File: src/rtl/cnn_pkg.sv
// Shared constants for the pool/unpool stages: operating modes, argmax index
// encoding and the unpool row-pair state encoding.
package cnn_pkg;

  localparam int unsigned MODE_UNPOOL  = 0;
  localparam int unsigned MODE_NEAREST = 1;

  localparam logic [1:0] IDX_00 = 2'd0;
  localparam logic [1:0] IDX_01 = 2'd1;
  localparam logic [1:0] IDX_10 = 2'd2;
  localparam logic [1:0] IDX_11 = 2'd3;

  typedef enum logic [1:0] {
    S_TOP = 2'd0,
    S_BOT = 2'd1
  } state_t;

  // Argmax code for a position inside the 2x2 window.
  function automatic logic [1:0] pos_idx(input logic dr, input logic dc);
    logic [1:0] code;
    unique case ({dr, dc})
      2'b00:   code = IDX_00;
      2'b01:   code = IDX_01;
      2'b10:   code = IDX_10;
      default: code = IDX_11;
    endcase
    return code;
  endfunction

  // True when the stored value belongs at window position (dr,dc).
  function automatic logic idx_hit(input logic [1:0] idx, input logic dr,
                                   input logic dc, input int unsigned mode);
    return (mode == MODE_NEAREST) || (idx == pos_idx(dr, dc));
  endfunction

endpackage

File: src/rtl/unpool_line_buf.sv
// Register-array row buffer: one synchronous write port, one combinational read.
module unpool_line_buf #(
  parameter int unsigned DEPTH = 16,
  parameter int unsigned WIDTH = 10,
  parameter int unsigned AW    = (DEPTH > 1) ? $clog2(DEPTH) : 1
) (
  input  logic             clk,
  input  logic             we,
  input  logic [AW-1:0]    waddr,
  input  logic [WIDTH-1:0] wdata,
  input  logic [AW-1:0]    raddr,
  output logic [WIDTH-1:0] rdata
);

  logic [WIDTH-1:0] mem [DEPTH];

  // Contents are never cleared; every entry is written in the top row before
  // the bottom row reads it back.
  always_ff @(posedge clk) begin
    if (we) mem[waddr] <= wdata;
  end

  assign rdata = mem[raddr];

endmodule

File: src/rtl/maxunpool2_stream.sv
// Streaming 2x2 max-unpooling: each pooled element expands to a 2x2 window,
// emitted row-major at double resolution, one pixel per beat.
module maxunpool2_stream
  import cnn_pkg::*;
#(
  parameter int unsigned DATA_WIDTH = 8,
  parameter int unsigned IN_W       = 16,
  parameter int unsigned IN_H       = 16,
  parameter int unsigned MODE       = 0
) (
  input  logic                  clk,
  input  logic                  rst,
  input  logic                  in_valid,
  output logic                  in_ready,
  input  logic [DATA_WIDTH-1:0] in_data,
  input  logic [1:0]            in_idx,
  output logic                  out_valid,
  input  logic                  out_ready,
  output logic [DATA_WIDTH-1:0] out_data,
  output logic                  out_sof,
  output logic                  out_eol,
  output logic                  out_eof
);

  localparam int unsigned COL_W = (IN_W > 1) ? $clog2(IN_W) : 1;
  localparam int unsigned ROW_W = (IN_H > 1) ? $clog2(IN_H) : 1;
  localparam int unsigned ENT_W = DATA_WIDTH + 2;
  localparam logic [COL_W-1:0] COL_LAST = COL_W'(IN_W - 1);
  localparam logic [ROW_W-1:0] ROW_LAST = ROW_W'(IN_H - 1);

  state_t            state, state_d;
  logic [COL_W-1:0]  col, col_d;
  logic [ROW_W-1:0]  row, row_d;
  logic              beat, beat_d;
  logic [ENT_W-1:0]  cur, cur_d;
  logic [ENT_W-1:0]  lb_wdata, lb_rdata;
  logic                  out_valid_d, sof_d, eol_d, eof_d;
  logic [DATA_WIDTH-1:0] out_data_d;
  logic slot_free_c, in_fire_c, last_col_c;

  // Entry layout is {idx, value}.
  function automatic logic [DATA_WIDTH-1:0] pick(input logic [ENT_W-1:0] e,
                                                 input logic dr, input logic dc);
    return idx_hit(e[ENT_W-1 -: 2], dr, dc, MODE) ? e[DATA_WIDTH-1:0] : '0;
  endfunction

  assign slot_free_c = !out_valid || out_ready;
  assign in_ready    = (state == S_TOP) && !beat && slot_free_c;
  assign in_fire_c   = in_valid && in_ready;
  assign last_col_c  = (col == COL_LAST);
  assign lb_wdata    = {in_idx, in_data};

  unpool_line_buf #(
    .DEPTH (IN_W),
    .WIDTH (ENT_W),
    .AW    (COL_W)
  ) u_lbuf (
    .clk   (clk),
    .we    (in_fire_c),
    .waddr (col),
    .wdata (lb_wdata),
    .raddr (col),
    .rdata (lb_rdata)
  );

  always_ff @(posedge clk) begin
    if (rst) begin
      state     <= S_TOP;
      col       <= '0;
      row       <= '0;
      beat      <= 1'b0;
      cur       <= '0;
      out_valid <= 1'b0;
      out_data  <= '0;
      out_sof   <= 1'b0;
      out_eol   <= 1'b0;
      out_eof   <= 1'b0;
    end else begin
      state     <= state_d;
      col       <= col_d;
      row       <= row_d;
      beat      <= beat_d;
      cur       <= cur_d;
      out_valid <= out_valid_d;
      out_data  <= out_data_d;
      out_sof   <= sof_d;
      out_eol   <= eol_d;
      out_eof   <= eof_d;
    end
  end

  // Next-state and output-register load; everything holds while stalled.
  always_comb begin
    state_d     = state;
    col_d       = col;
    row_d       = row;
    beat_d      = beat;
    cur_d       = cur;
    out_valid_d = out_valid;
    out_data_d  = out_data;
    sof_d       = out_sof;
    eol_d       = out_eol;
    eof_d       = out_eof;

    if (slot_free_c) begin
      case (state)
        S_TOP: begin
          if (!beat) begin
            if (in_fire_c) begin
              cur_d       = lb_wdata;
              out_valid_d = 1'b1;
              out_data_d  = pick(lb_wdata, 1'b0, 1'b0);
              sof_d       = (row == '0) && (col == '0);
              eol_d       = 1'b0;
              eof_d       = 1'b0;
              beat_d      = 1'b1;
            end else begin
              out_valid_d = 1'b0;
            end
          end else begin
            out_valid_d = 1'b1;
            out_data_d  = pick(cur, 1'b0, 1'b1);
            sof_d       = 1'b0;
            eol_d       = last_col_c;
            eof_d       = 1'b0;
            beat_d      = 1'b0;
            if (last_col_c) begin
              col_d   = '0;
              state_d = S_BOT;
            end else begin
              col_d = col + COL_W'(1);
            end
          end
        end
        S_BOT: begin
          out_valid_d = 1'b1;
          out_data_d  = pick(lb_rdata, 1'b1, beat);
          sof_d       = 1'b0;
          eol_d       = last_col_c && beat;
          eof_d       = last_col_c && beat && (row == ROW_LAST);
          beat_d      = !beat;
          if (beat) begin
            if (last_col_c) begin
              col_d   = '0;
              state_d = S_TOP;
              row_d   = (row == ROW_LAST) ? '0 : row + ROW_W'(1);
            end else begin
              col_d = col + COL_W'(1);
            end
          end
        end
        default: begin
          state_d     = S_TOP;
          out_valid_d = 1'b0;
        end
      endcase
    end
  end

endmodule

File: config.mk
export PLATFORM = sky130hd
export DESIGN_NAME = maxunpool2_stream
export DESIGN_NICKNAME = d
export VERILOG_FILES = /design/src/rtl/cnn_pkg.sv /design/src/rtl/unpool_line_buf.sv /design/src/rtl/maxunpool2_stream.sv
export SDC_FILE = /design/constraint.sdc
export NUM_CORES = 1
export LEC_CHECK = 0
export ABC_AREA = 1
export BUFFER_PORTS_ARGS = -buffer_cell sky130_fd_sc_hd__buf_2
export CAP_MARGIN = 10
export CORE_AREA = 2 2 156 158
export CTS_CLUSTER_SIZE = 25
export DETAILED_ROUTE_END_ITERATION = 8
export DIE_AREA = 0 0 158 160
export SLEW_MARGIN = 0
export SYNTH_ARGS = -nofsm -noshare
export SYNTH_HDL_FRONTEND = slang
export SYNTH_SLANG_ARGS = --single-unit
export TNS_END_PERCENT = 1
File: constraint.sdc
create_clock -name clk -period 4.3 [get_ports clk]
set_input_delay 0.43 -clock clk [delete_from_list [all_inputs] [get_ports clk]]
set_output_delay 0.43 -clock clk [all_outputs]
set_load 0.01 [all_outputs]
# [Word level (Yosys, flattened, before mapping)]
# Memory sizes are Yosys's and may differ from the RTL's. A register that Yosys moved wholly into a read port is not among the register bits.
# Cells that the tools add are included.
[word_totals] out_inout_bits=13 word_cells=84 reg_bits=33 memories=1 ramBits=160 inputBits=14
[classes] n_bitwise=1 n_reduce_logical=20 n_mux=39 n_addsub=2 eq_ne=11
[memory_table] name="u_lbuf.mem" depth=16 width=10 rd=1 rd_ports_with_merged_regs=1 wr=1 line_no="unpool_line_buf.sv:15" source="logic [WIDTH-1:0] mem [DEPTH];"
[ops] operator="$mux W8" n=5
[ops] operator="$mux W2" n=13
[ops] operator="$mux W4" n=4
[ops] operator="$pmux W8 S2" n=1
[ops] operator="$mux W1" n=10
[ops] operator="$pmux W1 S2" n=5
[ops] operator="$add A4 B1 Y4 const B" n=2
[ops] operator="$eq A4 B4 Y1 const B" n=2
[ops] operator="$logic_not A4 Y1" n=2
[ops] operator="$ne A2 B2 Y1 const B" n=4
[ops] operator="$reduce_and A4 Y1" n=2
[ops] operator="$eq A2 B2 Y1" n=3
[ops] operator="$logic_and A1 B1 Y1" n=6
[ops] operator="$reduce_and A3 Y1" n=2
[ops] operator="$reduce_and A5 Y1" n=1
[ops] operator="$pmux W2 S2" n=1
[ops] operator="$ne A3 B3 Y1 const B" n=1
[ops] operator="$eq A2 B1 Y1 const B" n=1
[ops] operator="$logic_not A1 Y1" n=2
[ops] operator="$logic_not A2 Y1" n=1
[ops] operator="$reduce_and A2 Y1" n=1
[ops] operator="$reduce_bool A2 Y1" n=1
[ops] operator="$reduce_or A2 Y1" n=1
[ops] operator="$logic_or A1 B1 Y1" n=1
[ops] operator="$not A1 Y1" n=1

# [Depth between registers and ports, before layout]
# Gate-level depths: netlist of the first run.
[depth] ltp_word=13 depth_mapped=12 depth_no_buf=11

# [Cells and area by module]
# A second synthesis of the first run with hierarchy kept.
[hier_totals] hier_cells=935 area_unflattened_um2=8645.8
[by_module_without_submodules] module="unpool_line_buf" seq_area_each_um2=4804.6 cells_per_inst=672 area_each_um2=6971.7 instances=1
[by_module_without_submodules] module="maxunpool2_stream" seq_area_each_um2=640.6 cells_per_inst=263 area_each_um2=1674.1 instances=1

# [Least setup slack after synthesis of the first run]
# Ideal clock, no wire load.
[synth_path] kind="reg-to-reg" start="register beat" end="memory u_lbuf.mem[1][0], enable pin" slack_ns=2.341 stages_incl_launch_ff=8 arrival_time_ns=1.583 cell_sequence="dfxtp_1 > nor2_4 > inv_1 > nor2_1 > nand2_1 > inv_1 > nand2_1 > nor2_1"
[synth_via] elab_chain_cells=6
[synth_lines] item="start: declaration" line_no="maxunpool2_stream.sv:34" source="logic beat, beat_d;"
[synth_lines] item="start signal: assignment" line_no="maxunpool2_stream.sv:82" source="beat <= beat_d;"
[synth_lines] item="$logic_not A1 Y1" line_no="maxunpool2_stream.sv:48" source="assign in_ready = (state == S_TOP) && !beat && slot_free_c;"
[synth_lines] item="$logic_and A1 B1 Y1 (2 in series)" line_no="maxunpool2_stream.sv:48"
[synth_lines] item="named net in_ready" line_no="maxunpool2_stream.sv:14" source="output logic in_ready,"
[synth_lines] item="$logic_and A1 B1 Y1" line_no="maxunpool2_stream.sv:49" source="assign in_fire_c = in_valid && in_ready;"
[synth_lines] item="$mux W1" line_no="unpool_line_buf.sv:20" source="if (we) mem[waddr] <= wdata;"
[synth_lines] item="$mux W1 (implied by the code)" line_no="unpool_line_buf.sv:20"
[synth_lines] item="end: declaration" line_no="unpool_line_buf.sv:15"
# The timed path passes the listed nets, and every way through them passes these cells.

# [Final worst setup path of the first run]
[layout_path] start="register state[0]" end="memory u_lbuf.mem[10][9], enable pin"
[layout_via] elab_chain_cells=6
[layout_lines] item="start: declaration" line_no="maxunpool2_stream.sv:31" source="state_t state, state_d;"
[layout_lines] item="start signal: assignment" line_no="maxunpool2_stream.sv:79" source="state <= state_d;"
[layout_lines] item="$logic_not A2 Y1" line_no="maxunpool2_stream.sv:48"
[layout_lines] item="$logic_and A1 B1 Y1 (2 in series)" line_no="maxunpool2_stream.sv:48"
[layout_lines] item="$logic_and A1 B1 Y1" line_no="maxunpool2_stream.sv:49"
[layout_lines] item="$mux W1" line_no="unpool_line_buf.sv:20"
[layout_lines] item="$mux W1 (implied by the code)" line_no="unpool_line_buf.sv:20"
# No other way between the ends.

==> results of run 1 <==
-- critical path, stage by stage, from the launching register on --
cell	delay, ns
sky130_fd_sc_hd__dfxtp_1	0.44
sky130_fd_sc_hd__nor2_4	0.28
sky130_fd_sc_hd__inv_1	0.10
sky130_fd_sc_hd__nor2_1	0.14
sky130_fd_sc_hd__nand2_1	0.06
sky130_fd_sc_hd__buf_4	0.19
sky130_fd_sc_hd__inv_1	0.15
sky130_fd_sc_hd__nand2_1	0.23
sky130_fd_sc_hd__nor2_1	0.78
-- metal layers --
metal / vias up / track usage / share of wire
li1: 2659 / - / -
met1: 2565 / 0.224 / 0.46
met2: 180 / 0.240 / 0.46
met3: 26 / 0.0377 / 0.062
met4: 0 / 0.0532 / 0.019
met5: - / 0 / 0
-- Yosys cell counts, drive strengths merged --
master    n
nand2   201
edfxtp  160
nand3   124
inv      56
nor2     54
a21oi    45
dfxtp    36
buf      31
o21ai    27
a311oi    8
nor3      7
ha        6
clkbuf    5
nand4     3
a31oi     1
clkinv    1
or2       1
-- cell type report --
cell class                      instances  area, µm²  share of cell area
Multi-Input combinational cell        477       2170               0.240
Timing Repair Buffer                   29        153              0.0169
Tap cell                              324        405              0.0449
Inverter                               57        216              0.0240
Sequential cell                       196       5530               0.612
Clock buffer                           18        439              0.0486
Clock inverter                         14        130              0.0144
-- placed cells by master, fill, tap and decap left out, types with 6 or more instances in the layout --
cell,netlist,final
sky130_fd_sc_hd__buf_2,22,26
sky130_fd_sc_hd__nand3_1,124,124
sky130_fd_sc_hd__a311oi_1,8,8
sky130_fd_sc_hd__o21ai_0,24,24
sky130_fd_sc_hd__clkbuf_16,0,17
sky130_fd_sc_hd__nand2_1,200,200
sky130_fd_sc_hd__edfxtp_1,160,160
sky130_fd_sc_hd__nor2_1,52,52
sky130_fd_sc_hd__ha_1,6,6
sky130_fd_sc_hd__dfxtp_1,36,35
sky130_fd_sc_hd__a21oi_1,45,45
sky130_fd_sc_hd__nor3_1,7,7
sky130_fd_sc_hd__inv_1,52,52
-- registers in the layout, indices dropped and copies added, names as in the netlist, named ones only --
| signal | flops |
|---|---|
| state | 1 |
| out_sof | 1 |
| out_eol | 1 |
| row | 4 |
| out_data | 8 |
| u_lbuf.mem | 160 |
| beat | 1 |
| out_valid | 1 |
| cur | 10 |
| out_eof | 1 |
| col | 4 |
-- per-stage QoR --
stage / instance area, µm² / hold slack (ns) / power (mW) / setup slack [ns] / cells
global route: 9040 / 0.191 / 4.11 / 1.34 / 1115
finish: 9040 / 0.188 / 3.98 / 1.53 / 1115
global placement: 8470 / 0.443 / 2.49 / 1.68 / 1083
detailed placement: 8470 / 0.449 / 2.49 / 1.60 / 1083
CTS: 9040 / 0.177 / 4.00 / 1.57 / 1115
floorplan: 8120 / 0.430 / 2.37 / 2.34 / 766
-- cell families (layout without fill, tap and decap cells) --
logic type / Yosys count / after routing / share of synthesized area
AO/OA/AOI/OAI: 81 / 81 / 0.0538
adder cells (fa/ha/maj): 6 / 6 / 0.00925
buffers and inverters: 93 / 118 / 0.0523
flip-flops: 196 / 196 / 0.681
AND/OR/NAND/NOR: 390 / 390 / 0.204
-- power groups by stage --
stage | Clock (mW) | Sequential, mW | Combinational (mW)
2_1_floorplan | 0 | 2.14 | 0.227
3_3_place_gp | 0 | 2.14 | 0.347
3_5_place_dp | 0 | 2.14 | 0.347
4_1_cts | 1.55 | 2.10 | 0.348
5_1_grt | 1.61 | 2.10 | 0.388
6_report | 1.53 | 2.10 | 0.346
-- path summary, 6_finish.rpt --
kind / start / slack [ns] / to
worst max-delay path: state[0] / 1.53 / u_lbuf.mem[10][9]
worst min-delay path: rst / 0.19 / out_eol
worst max register to register: state[0] / 1.53 / u_lbuf.mem[10][9]
worst min register to register: cur[0] / 0.46 / cur[0]
==> implementation parameters, run 1 <==
Parameter                              Value

Critical path
  Endpoint type of the worst setup path ... flip-flop
  Type of element launching the critical path ... flip-flop
  Worst path required time ... about 4.4 ns
  Setup CP Type ... reg -> reg
  Number of cells on the worst reg-to-reg path ... 8
  Arrival time of the worst setup path ... 2.82 ns
  Peak fanout along the critical path ... 21

Place
  Final Wtd Congestion ... roughly 0.8
  Half-perimeter wire length of the detailed placement result ... around 12 mm
  Count of port buffers added during placement ... 26

Global routing
  First-pass GRT wire length ... between 20 and 30 mm
  Gr usage total ... 0.159
  Maximum number of pins on one net before global-route repair ... 82
  Antenna violations before repair ... 0
  Overflow left after global routing ... 0
  Vias in the first global route ... 5195

Power
  Switching share of total power ... 0.256
  Pwr/cell area ... 440 nW/µm²
  Part of the total power dissipated in combinational logic ... 0.087
  Pint ... roughly 3.0 mW
  Clk network pwr share ... 0.385
  Leakage Power ... 3.31 nW
  Peak ir drop on the vdd network ... between 0.2 and 0.3 mV
  Switching power total ... 1.02 mW
  Sequential cell fraction of total power ... 0.528

Clocking
  Clock-pin slew reported for the worst setup and hold paths after clock tree synthesis ... 0.07 ns
  Number of buffers on the longest clock path ... 2
  TritonCTS buffer count ... 17
  Hold bufs inserted after CTS ... 0
  Master cell of the clock root buffer ... sky130_fd_sc_hd__clkbuf_16
  Clock network latency to the later pin of the worst-skew pair ... ~0.44 ns
  Number of setup buffers added after CTS ... 0
  CTS tree ... done
  Number of sinks on the clock net ... around 200
  H-tree Lvls ... 4
  Number of gates resized after cts ... 0

Synth
  Fraction of the yosys area taken by sequential cells ... 0.681
  Synthesized area per cell ... 10.6 µm²
  Summed instance area of the synthesized netlist ... around 8100 µm²
  Yosys top cell area share ... 0.592
  Cell variety after synth ... 25
  Synth warnings ... 0
  Synth top area cells ... sky130_fd_sc_hd__edfxtp_1 (59%), sky130_fd_sc_hd__nand2_1 (9.2%), sky130_fd_sc_hd__dfxtp_1 (8.9%)
  Syn nets ... 786
  Cell type contributing the most total cell area after synthesis ... sky130_fd_sc_hd__edfxtp_1
  Synthesized instance count ... 766
  Flip-flop and latch count after synthesis ... ~200

Routing
  Residual antenna-violating net count after detailed routing ... 0
  Detailed-router iteration count before antenna repair ... 5
  Detail-routed net length per standard cell ... 17.3 µm
  Number of vias after detailed routing ... 5430
  Number of remaining DRC errors ... 0
  Number of design-rule violations left by the first detailed-router iteration ... 483
  Routed vias/inst ... 4.87
  Routed wire length ... 19.3 mm

Final layout
  Post-Route Utilization ... 0.379
  Proportion of layout cells with a drive suffix above 1 ... 0.0872
  Area added between synthesis and finish ... 11.3%
  Net count of the finished layout ... 798
  Antenna diode instance count ... 0
  Filler Cells Inserted ... 2372

STA
  FMAX ... 361 MHz
  Fin crit share ... 0.643
  Worst-margin pin slew ... 0.942 ns
  Final min period ... 2.77 ns
  # setup viols final ... 0
  Final slew viol count ... 0
  Setup repair after global routing missed its margin ... no
  Clk_skew ... 0.00971 ns
  Setup TNS ... 0 ns
  Worst max-slew margin expressed relative to the limit ... 0.370
  Final-report hold violation count ... 0

Status
  Status ... finished clean

Die
  Num ports ... 27
  Floorplan core area ... 23800 µm²
  Overall die height ... roughly 160 µm
  Horizontal die dimension ... 158 µm
  Area enclosed by the die boundary ... 25300 µm²
  Standard-cell row count ... 57
  Initial Utilization ... 0.341

Min path
  Min-Delay Path Depth ... 2
  Path class of the lowest-slack min-delay path ... in -> reg

Job
  Number of maximum-capacitance constraint violations ... 0
Note: power is estimated with default switching activity, not from simulation.
==> inputs of run 2 (changes only) <==
==> constraint.sdc (replaced) <==
create_clock -name clk -period 2.5 [get_ports clk]
set_input_delay 0.25 -clock clk [delete_from_list [all_inputs] [get_ports clk]]
set_output_delay 0.25 -clock clk [all_outputs]
set_load 0.01 [all_outputs]
==> run 2 against run 1 <==
Largest cell class unchanged. Largest power group unchanged. Worst setup slack lost 1.0 ns. Clock skew fell by 0.0031 ns. Sequential cell count stayed put. Cell area up 2.6%.
==> implementation parameters, run 2 (synthesized netlist as in run 1, its figures left out) <==
Parameter                              Value

Global routing
  Maximum number of pins on one net before global-route repair ... 80 (-2.4%)
  Antenna violations before repair ... 0 (unchanged)
  Gr usage total ... 0.167 (+0.00896)
  Overflow left after global routing ... 0 (unchanged)
  First-pass GRT wire length ... 31.2 mm (+5.0%)
  Vias in the first global route ... 5480 (+5.5%)

Routing
  Total length of routed met2 wires ... 9.56 mm (+8.0%)
  Number of vias after detailed routing ... 5580 (+2.8%)
  Number of design-rule violations left by the first detailed-router iteration ... 537 (+11%)
  Detail-routed net length per standard cell ... 17.9 µm (+3.0%)
  Top Metal Used ... met4
  Detailed-router iteration count before antenna repair ... 5 (unchanged)
  Routed vias/inst ... 4.89 (+0.42%)
  Residual antenna-violating net count after detailed routing ... 0 (unchanged)
  Met1 Wirelength ... 9.51 mm (+6.4%)
  Met3 wire length ... 878 µm (-27%)
  Number of remaining DRC errors ... 0 (unchanged)
  Routed wire length ... 20.4 mm (+5.4%)

STA
  Setup TNS ... 0 ns (unchanged)
  Setup repair after global routing missed its margin ... no
  Final min period ... 2.01 ns (-0.755 ns)
  # setup viols final ... 0 (unchanged)
  Worst-margin pin slew ... 0.846 ns (-0.0963 ns)
  FMAX ... 497 MHz (+38%)
  Worst max-slew margin expressed relative to the limit ... 0.434 (+0.0644)
  Final hold slack ... 0.0339 ns (-0.154 ns)
  Clk_skew ... 0.00663 ns (-0.00308 ns)
  Final-report hold violation count ... 0 (unchanged)
  Fin crit share ... 0.805 (+0.161)
  Final slew viol count ... 0 (unchanged)

Clocking
  Hold bufs inserted after CTS ... 0 (unchanged)
  Clock-pin slew reported for the worst setup and hold paths after clock tree synthesis ... 0.07 ns (about the same)
  Number of setup buffers added after CTS ... 0 (unchanged)
  Number of sinks on the clock net ... 196 (unchanged)
  CTS tree ... done
  TritonCTS buffer count ... 17 (unchanged)
  Master cell of the clock root buffer ... sky130_fd_sc_hd__clkbuf_16
  Clock network latency to the later pin of the worst-skew pair ... 0.43 ns (about the same)
  Number of gates resized after cts ... 0 (unchanged)
  Number of buffers on the longest clock path ... 2 (unchanged)
  H-tree Lvls ... 4 (unchanged)

Place
  Count of port buffers added during placement ... 26 (unchanged)
  Half-perimeter wire length of the detailed placement result ... 13.1 mm (+9.0%)
  Number of placed cells counting well taps ... 1109 (+2.4%)
  Final Wtd Congestion ... 0.863 (+4.8%)

Critical path
  Setup CP Type ... reg -> reg
  Endpoint type of the worst setup path ... flip-flop
  Critical path's top delay family ... simple AND/OR/NAND/NOR gates
  Number of cells on the worst reg-to-reg path ... 8 (unchanged)
  CP bufs+invs ... 3 (unchanged)
  Series of cell instances along the critical path ... nor2_4 -> inv_1 -> nor2_1 -> nand2_1 -> inv_1 -> nand2_1 -> nor2_1 -> buf_4
  Peak fanout along the critical path ... 11 (-48%)
  Critical path's slowest cell ... sky130_fd_sc_hd__dfxtp_1
  Maximum single-stage delay on the critical path ... 0.43 ns (-0.35 ns)
  Number of cells on the critical path ... 8 (unchanged)
  Worst path required time ... 2.64 ns (-1.72 ns)
  Arrival time of the worst setup path ... 2.15 ns (-0.67 ns)
  Type of element launching the critical path ... flip-flop

Min path
  Path class of the lowest-slack min-delay path ... in -> reg
  Min-Delay Path Depth ... 2 (unchanged)

Final layout
  Most flop-heavy register ... u_lbuf.mem
  Most common cell after layout, fill and taps aside ... sky130_fd_sc_hd__nand2_1
  Antenna diode instance count ... 0 (unchanged)
  Area added between synthesis and finish ... 14.2%
  Proportion of layout cells with a drive suffix above 1 ... 0.113 (+0.0254)
  Registers with the highest flip-flop counts ... u_lbuf.mem (160), cur (10), out_data (8)
  Count of placed standard cells in the final layout, fillers left out ... 1141 (+2.3%)
  Net count of the finished layout ... 824 (+3.3%)
  Number of flip-flops in the largest register ... 160 (unchanged)
  Commonest cells after routing, fill and taps aside ... sky130_fd_sc_hd__nand2_1 (200), sky130_fd_sc_hd__edfxtp_1 (160), sky130_fd_sc_hd__nand3_1 (124)

Status
  Status ... finished clean

Die
  Standard-cell row count ... 57 (unchanged)
  Horizontal die dimension ... 158 µm (unchanged)
  Overall die height ... 160 µm (unchanged)
  Floorplan core area ... 23800 µm² (unchanged)
  Area enclosed by the die boundary ... 25300 µm² (unchanged)
  Num ports ... 27 (unchanged)
  Initial Utilization ... 0.341 (unchanged)

Power
  Part of the total power dissipated in combinational logic ... 0.091 (+0.004)
  Peak ir drop on the vdd network ... 0.497 mV (+83%)
  Switching share of total power ... 0.236 (-0.0201)
  Switching power total ... 1.64 mW (+61%)
  Leakage Power ... 3.45 nW (+4.3%)
  Sequential cell fraction of total power ... 0.521 (-0.007)
  Pint ... 5.31 mW (+79%)
  Clk network pwr share ... 0.388 (+0.003)
  Pwr/cell area ... 750 nW/µm² (+70%)

Job
  Number of maximum-capacitance constraint violations ... 0 (unchanged)
==> run 2: power groups by stage <==
stage / Sequential [mW] / Combinational [mW] / Clock (mW)
final: 3.62 / 0.634 / 2.70
after global routing: 3.62 / 0.705 / 2.84
after CTS: 3.62 / 0.634 / 2.72
after detailed placement: 3.69 / 0.632 / 0
after global placement: 3.69 / 0.627 / 0
after floorplan: 3.69 / 0.390 / 0
==> run 2: per-layer routing <==
metal,vias up,GRT usage
li1,2709,-
met3,31,0.0288
met4,0,0.0602
met5,-,0
met2,145,0.261
met1,2695,0.236
==> run 2: metrics by stage <==
step	setup slack (ns)	instance area, µm²	util	power, mW
floorplan	0.541	8120	-	4.08
global placement	0.555	8690	0.365	4.32
detailed placement	0.532	8690	0.365	4.32
CTS	0.511	9270	0.389	6.98
global route	0.269	9270	0.389	7.17
finish	0.489	9270	0.389	6.95
==> run 2: final timing paths <==
check                start  slack (ns)                to
hold reg to reg     cur[7]        0.45            cur[7]
setup reg to reg  state[0]        0.49  u_lbuf.mem[2][4]
setup / recovery  state[0]        0.49  u_lbuf.mem[2][4]
hold / removal         rst        0.03           out_eol
==> run 2: area by class of cell <==
| class | instances | area, µm² |
|---|---|---|
| Multi-Input combinational cell | 477 | 2170 |
| Fill cell | 2379 | 14600 |
| Inverter | 57 | 216 |
| Timing Repair Buffer | 55 | 373 |
| Clock buffer | 23 | 478 |
| Sequential cell | 196 | 5530 |
| Tap cell | 324 | 405 |
| Clock inverter | 9 | 104 |
